## src/rtl/shl_seq_unit_pkg.sv

```systemverilog
`default_nettype none
// ============================================================================
// Module      : shl_seq_unit_pkg
// Description : Shared state encoding and default widths for the sequential
//               left shifter and its combinational shift-by-one stage.
// Revision    : 1.0 - initial release
// ============================================================================
package shl_seq_unit_pkg;

  // Default operand width and shift-count width (count must hold up to W).
  localparam int SHL_W  = 8;
  localparam int SHL_CW = 4;

  // FSM state encoding.
  typedef enum logic [1:0] {
    S_IDLE  = 2'd0,
    S_SHIFT = 2'd1,
    S_DONE  = 2'd2
  } state_t;

endpackage : shl_seq_unit_pkg
`default_nettype wire

```

## src/rtl/shl1_comb.sv

```systemverilog
`default_nettype none
// ============================================================================
// Module      : shl1_comb
// Description : Purely combinational shift-left-by-one stage. The vacated LSB
//               is filled with 0 and the bit leaving the MSB is the carry.
// Revision    : 1.0 - initial release
// ============================================================================
module shl1_comb
  import shl_seq_unit_pkg::*;
#(
  parameter int W = SHL_W
) (
  input  logic [W-1:0] i_data,
  output logic [W-1:0] o_data,
  output logic         o_carry
);

  // Shift by one and expose the outgoing MSB.
  always_comb begin
    o_data  = {i_data[W-2:0], 1'b0};
    o_carry = i_data[W-1];
  end

endmodule : shl1_comb
`default_nettype wire

```

## src/rtl/shl_seq_unit.sv

```systemverilog
`default_nettype none
// ============================================================================
// Module      : shl_seq_unit
// Description : Sequential multi-bit left shifter. One accepted start shifts
//               the captured operand left by min(n, W) positions, one per
//               clock, streaming each outgoing MSB on sout and ending with a
//               one-cycle done pulse. All outputs are registered.
// Revision    : 1.0 - initial release
// ============================================================================
module shl_seq_unit
  import shl_seq_unit_pkg::*;
#(
  parameter int W  = SHL_W,
  parameter int CW = SHL_CW
) (
  input  logic          clk,
  input  logic          rst,
  input  logic          start,
  input  logic [W-1:0]  x,
  input  logic [CW-1:0] n,
  output logic          busy,
  output logic          done,
  output logic [W-1:0]  f,
  output logic          cout,
  output logic          sout,
  output logic          sout_valid
);

  localparam logic [CW-1:0] C_CNT_MAX = CW'(W);
  localparam logic [CW-1:0] C_CNT_ONE = CW'(1);

  state_t        r_state;
  state_t        w_state_nxt;
  logic [W-1:0]  r_data;
  logic [W-1:0]  w_data_nxt;
  logic [CW-1:0] r_cnt;
  logic [CW-1:0] w_cnt_nxt;
  logic          r_cout;
  logic          w_cout_nxt;
  logic          r_sout;
  logic          w_sout_nxt;
  logic          r_sout_valid;
  logic          w_sout_valid_nxt;
  logic          r_busy;
  logic          r_done;

  logic [CW-1:0] w_n_clamped;
  logic [W-1:0]  w_shl_data;
  logic          w_shl_carry;

  // Single-position shift of the working register.
  shl1_comb #(
    .W (W)
  ) u_shl1 (
    .i_data  (r_data),
    .o_data  (w_shl_data),
    .o_carry (w_shl_carry)
  );

  // Shift amounts beyond the width behave as a full-width shift.
  always_comb begin
    w_n_clamped = (n > C_CNT_MAX) ? C_CNT_MAX : n;
  end

  // Next-state and next-output computation; every register holds by default.
  always_comb begin
    w_state_nxt      = r_state;
    w_data_nxt       = r_data;
    w_cnt_nxt        = r_cnt;
    w_cout_nxt       = r_cout;
    w_sout_nxt       = r_sout;
    w_sout_valid_nxt = r_sout_valid;

    case (r_state)
      S_IDLE: begin
        if (start) begin
          w_data_nxt  = x;
          w_cnt_nxt   = w_n_clamped;
          w_cout_nxt  = 1'b0;
          w_state_nxt = (w_n_clamped == '0) ? S_DONE : S_SHIFT;
        end
      end

      S_SHIFT: begin
        w_data_nxt       = w_shl_data;
        w_cout_nxt       = w_shl_carry;
        w_sout_nxt       = w_shl_carry;
        w_sout_valid_nxt = 1'b1;
        w_cnt_nxt        = r_cnt - C_CNT_ONE;
        if (r_cnt == C_CNT_ONE) begin
          w_state_nxt = S_DONE;
        end
      end

      S_DONE: begin
        w_sout_valid_nxt = 1'b0;
        w_state_nxt      = S_IDLE;
      end

      default: begin
        w_sout_valid_nxt = 1'b0;
        w_state_nxt      = S_IDLE;
      end
    endcase
  end

  // State and output registers; busy/done are decoded from the next state so
  // they line up with the state they describe.
  always_ff @(posedge clk) begin
    if (rst) begin
      r_state      <= S_IDLE;
      r_data       <= '0;
      r_cnt        <= '0;
      r_cout       <= 1'b0;
      r_sout       <= 1'b0;
      r_sout_valid <= 1'b0;
      r_busy       <= 1'b0;
      r_done       <= 1'b0;
    end else begin
      r_state      <= w_state_nxt;
      r_data       <= w_data_nxt;
      r_cnt        <= w_cnt_nxt;
      r_cout       <= w_cout_nxt;
      r_sout       <= w_sout_nxt;
      r_sout_valid <= w_sout_valid_nxt;
      r_busy       <= (w_state_nxt != S_IDLE);
      r_done       <= (w_state_nxt == S_DONE);
    end
  end

  // Drive ports straight from registers.
  always_comb begin
    busy       = r_busy;
    done       = r_done;
    f          = r_data;
    cout       = r_cout;
    sout       = r_sout;
    sout_valid = r_sout_valid;
  end

endmodule : shl_seq_unit
`default_nettype wire

```

## config.mk

```make
export PLATFORM = sky130hd
export DESIGN_NAME = shl_seq_unit
export DESIGN_NICKNAME = d
export VERILOG_FILES = /design/src/rtl/shl_seq_unit_pkg.sv /design/src/rtl/shl1_comb.sv /design/src/rtl/shl_seq_unit.sv
export SDC_FILE = /design/constraint.sdc
export NUM_CORES = 1
export LEC_CHECK = 0
export CAP_MARGIN = 20
export CORE_UTILIZATION = 39
export DETAILED_ROUTE_END_ITERATION = 16
export PLACE_DENSITY = 0.69
export SLEW_MARGIN = 20
export SYNTH_ARGS = -nofsm -noshare
export SYNTH_HDL_FRONTEND = slang
export SYNTH_SLANG_ARGS = --single-unit
export TNS_END_PERCENT = 20
```

## constraint.sdc

```tcl
create_clock -name clk -period 3.9 [get_ports clk]
set_input_delay 0.585 -clock clk [delete_from_list [all_inputs] [get_ports clk]]
set_output_delay 0.585 -clock clk [all_outputs]
set_load 0.02 [all_outputs]
```

# Yosys cells after proc, flatten, opt, wreduce, memory -nomap -nowiden
# Cells that the tools add are included.
[word_totals]
ff_bits = 19
input_bits = 15
out_inout_bits = 13
wordCells = 31
[classes]
add_sub_neg = 1
order_cmp = 1
eq_ne = 4
n_mux = 12
n_reduce_logical = 5
[ops]
columns = ["op", "n"]
rows = [
  ["one-hot mux 8 bit (2 select lines)", 1],
  ["two-way mux 4 bit", 2],
  ["two-way mux 8 bit", 1],
  ["one-hot mux 4 bit (2 select lines)", 1],
  ["two-way mux 2 bit", 3],
  ["equality test 4 x 1 -> 1 bit (second input constant)", 1],
  ["greater-than comparator 4 bit (second input constant)", 1],
  ["zero test 4 bit", 1],
  ["one-hot mux 1 bit (2 select lines)", 2],
  ["one-hot mux 2 bit (2 select lines)", 1],
  ["nonzero test 2 bit", 2],
  ["subtractor 4 x 1 -> 4 bit (second input constant)", 1],
  ["equality test 2 x 1 -> 1 bit (second input constant)", 1],
  ["equality test 2 bit (second input constant)", 1],
  ["zero test 2 bit", 1],
  ["inequality test 2 bit (second input constant)", 1],
  ["AND reduction 2 bit", 1],
  ["two-way mux 1 bit", 1],
]

# Logic depth before layout (Yosys ltp)
[logic_depth]
ltp_word = 7
depth_mapped = 5
mapped_depth_nobuf = 5

# Modules after synthesis
# Synthesis repeated with hierarchy kept, for this count alone.
[unflattened]
cells_unflattened = 105
area_unflattened_um2 = 1014.7
[by_module_without_submodules]
columns = ["mod", "n_inst", "cells_each", "area_each_um2"]
rows = [
  ["shl_seq_unit", 1, 95, 943.4],
  ["shl1_comb", 1, 10, 71.3],
]

# Worst setup path after synthesis
# Ideal clock, no wire load.
[synth_timing]
path_kind = "input-to-reg"
startpoint = "in start"
endpoint = "reg r_cnt[2]"
setup_ns = 0.117
t_arrival_ns = 1.137
required_ns = 3.783
path_slack_ns = 2.645
cell_stages = 4
path_cell_list = "o21ba_2 > buf_4 > o21ai_0 > a32o_1"
[synth_between]
elab_chain_cells = 2
[synth_rtl]
columns = ["element", "line_no", "rtl"]
rows = [
  ["from (decl)", "shl_seq_unit.sv:18", "input logic start,"],
  ["inequality test 2 bit (no source line)", "--", ""],
  ["AND reduction 2 bit (no source line)", "--", ""],
  ["to (signal assigned)", "shl_seq_unit.sv:122", "r_cnt <= w_cnt_nxt;"],
  ["to (decl)", "shl_seq_unit.sv:36", "logic [CW-1:0] r_cnt;"],
]
# Every way passes these cells.
# A chain may end at the register's enable or synchronous reset.

# Final worst setup path
[layout_timing]
startpoint = "reg r_data[7], in the netlist f[7]"
endpoint = "out f[7]"
[layout_rtl]
columns = ["element", "line_no", "rtl"]
rows = [
  ["from (decl)", "shl_seq_unit.sv:34", "logic [W-1:0] r_data;"],
  ["from (signal assigned)", "shl_seq_unit.sv:121", "r_data <= w_data_nxt;"],
  ["to (decl)", "shl_seq_unit.sv:23", "output logic [W-1:0] f,"],
]
# No word-level cell between the ends.

==> out/summary.txt <==
status: finished, final reports clean
Finished Layout Cells: 151
r2r setup slk: 2.27 ns
worst r2r dst: r_cnt[3]
Min-Delay Path Class: reg -> reg
Fin. Hold Viols: 0
Initial DRC Count: 7
setup tns final: 0 ns
Sequential Power Share: 0.497
CTS root buffer: clkbuf_4
Final setup viols: 0
num ports: 28
Pleak: 0.431 nW
RR Startpoint: r_state[0]
worst-path fanout max: 3
TritonCTS clock tree: done
Yosys Warn Count: 0
pre-CTS WS: 1.80 ns
initial antenna violation count: 0
Synth Cell Area: 893 sq um
area delta synth->final: 28.7%
pwr dens: 403 nW/um^2
DRT Pass-1 Iters: 3
Hold WS: 0.465 ns
Post-synth EDFFs: 0
clock latency at the later pin of the worst-skew pair: 0.31 ns
RSZ-0062 raised after global routing: no
Yosys cell types: 32
die area: 2490 sq um
Fill cells: 193
PortBufs: 27
Num CTS Buffers: 3
WL per Instance: 12.8 um
Crit Path Class: reg -> out
CTS Sinks: 19
Worst Hold Launch: sout
die width: 49.9 um
ys flop type: dfxtp_1
slowest stage delay, CP: 0.61 ns
Avg Vias per Cell: 5.19
Total Routing Usage GR: 0.176
Via Count: 783
cts hold-fix bufs: 0
crit path capture type: output port
headroom to the max-slew limit: 0.508
Net Sw Frac: 0.315
Final Max Slew Viols: 0
post-cts sizing count: 0
# Max-Cap Violations: 0
final WL: 1940 um
Synth top cells by count: 19 x dfxtp_1, 12 x nand2_1, 11 x nor2_1
register area share after synthesis: 0.426
Internal: 0.318 mW
Worst R2R Path Depth: 3
CTS H-tree lvls: 1
Synth Area per Inst: 8.85 sq um
final setup margin: 2.03 ns
Hold EP: sout
largest net degree at the start of global routing: 21
row cnt: 16
count leader, synth: dfxtp_1
Cells after DPL: 147
transition time of the tightest slew-check pin: 0.736 ns
Remaining DRCs: 0
initial core utilization: 0.433
fraction of layout cells with a size suffix above 1: 0.0484
fin crit share: 0.480
Core ar.: 2060 sq um
top cell type's share of synthesized area: 0.426
NumNets Final: 142
Tmin final: 1.87 ns
ranking of synthesized cells by area: dfxtp_1 43%, a211oi_1 5.9%, a21oi_1 5.0%
Net Count, Synth: 118
Worst VDD drop: 0.207 mV
Max clock buf depth: 2
achievable frequency: 534 MHz
Setup Fix Bufs, Post-CTS: 0
leading area contributor after synthesis: dfxtp_1
die height: 49.9 um
dpl hpwl: 1360 um
clock power share: 0.225
Worst EP arrival: 1.29 ns
Psw: 0.146 mW
Critical Path RT: 3.31 ns
CP max stage cell: clkdlybuf4s50_1
final setup skew: 0.00365 ns
CP cell instances: clkdlybuf4s50_1
routability cong.: 0.807
first-pass GRT wire length: 3310 um
# diodes: 0
FF+latch count, synth: 19
synthesized instance count: 101
Min-Delay Path Depth: 2
Critical Path Source Type: flop
Buf/Inv on CP: 1
combinational power share: 0.278
total grt overflow: 0
family with the most delay on the worst path: buffers and inverters
post-route ant nets: 0
async set-reset flop share out of synthesis: 0
vias in the first global route: 762
CTS clk-pin slew, worst paths: 0.11 ns
-- worst max path at each step --
stage | start | slack (ns) | depth (start not counted) | to
6_report | f[7] | 2.03 | 1 | f[7]
3_5_place_dp | rst | 1.80 | 3 | r_cnt[0]
3_3_place_gp | rst | 1.84 | 3 | r_cnt[0]
5_1_grt | rst | 1.92 | 3 | r_cnt[0]
2_1_floorplan | start | 2.65 | 4 | r_cnt[2]
4_1_cts | f[7] | 2.02 | 1 | f[7]
-- power groups by stage --
stage	Clock [mW]	Combinational (mW)	Sequential, mW
after detailed placement	0	0.130	0.235
after global routing	0.111	0.144	0.234
after CTS	0.106	0.131	0.231
after floorplan	0	0.0749	0.243
final	0.104	0.129	0.230
after global placement	0	0.129	0.234
-- placed cells by master, fill, tap and decap left out, drive strengths merged --
cell type / n
ha: 2
clkbuf: 4
a211oi: 7
a32o: 1
a32oi: 1
nor2b: 2
nand2b: 4
or3: 2
nor3: 3
clkdlybuf4s50: 27
a311oi: 1
a22oi: 1
dfxtp: 19
a2bb2oi: 1
nand4bb: 1
a22o: 1
a31oi: 1
nor4: 2
o21bai: 1
o2bb2ai: 1
nand2: 12
nand3: 1
o21ba: 1
o221ai: 1
a21oi: 9
nor2: 11
a21bo: 1
nor3b: 1
o21ai: 2
inv: 3
-- per-stage QoR --
step           utilization  power [mW]  area (sq um)
6_report             0.558       0.464          1150
5_1_grt              0.558       0.490          1150
4_1_cts              0.558       0.468          1150
3_5_place_dp         0.545       0.365          1120
3_3_place_gp         0.545       0.363          1120
2_1_floorplan            -       0.318           893
-- cells by family after synthesis --
kind of cell,synth area share
and+or+nand+nor,0.210
AOI/OAI and AO/OA,0.241
buffers and inverters,0.0952
DFF,0.426
adders and majority gates,0.0280
-- layout make-up --
| cell class | instances | area [sq um] | area share |
|---|---|---|---|
| clock buffer | 4 | 26.3 | 0.0229 |
| sequential | 19 | 380 | 0.331 |
| inverter | 3 | 11.3 | 0.00979 |
| multi-input combinational | 71 | 428 | 0.372 |
| tap | 27 | 33.8 | 0.0294 |
| timing repair buffer | 27 | 270 | 0.235 |
-- flip-flops by register name, indices dropped and copies added (netlist names) --
register    cells
cout            1
f               8
r_state         2
sout_valid      1
done            1
sout            1
r_cnt           4
busy            1
-- per-layer routing --
metal / track usage / up-vias / wire length, um
met5: 0 / - / 0
met4: 0.0857 / 0 / 44
met3: 0.0216 / 5 / 68
met2: 0.300 / 19 / 914
met1: 0.217 / 355 / 912
li1: - / 404 / -
No activity file was read; power rests on OpenSTA's default activity.
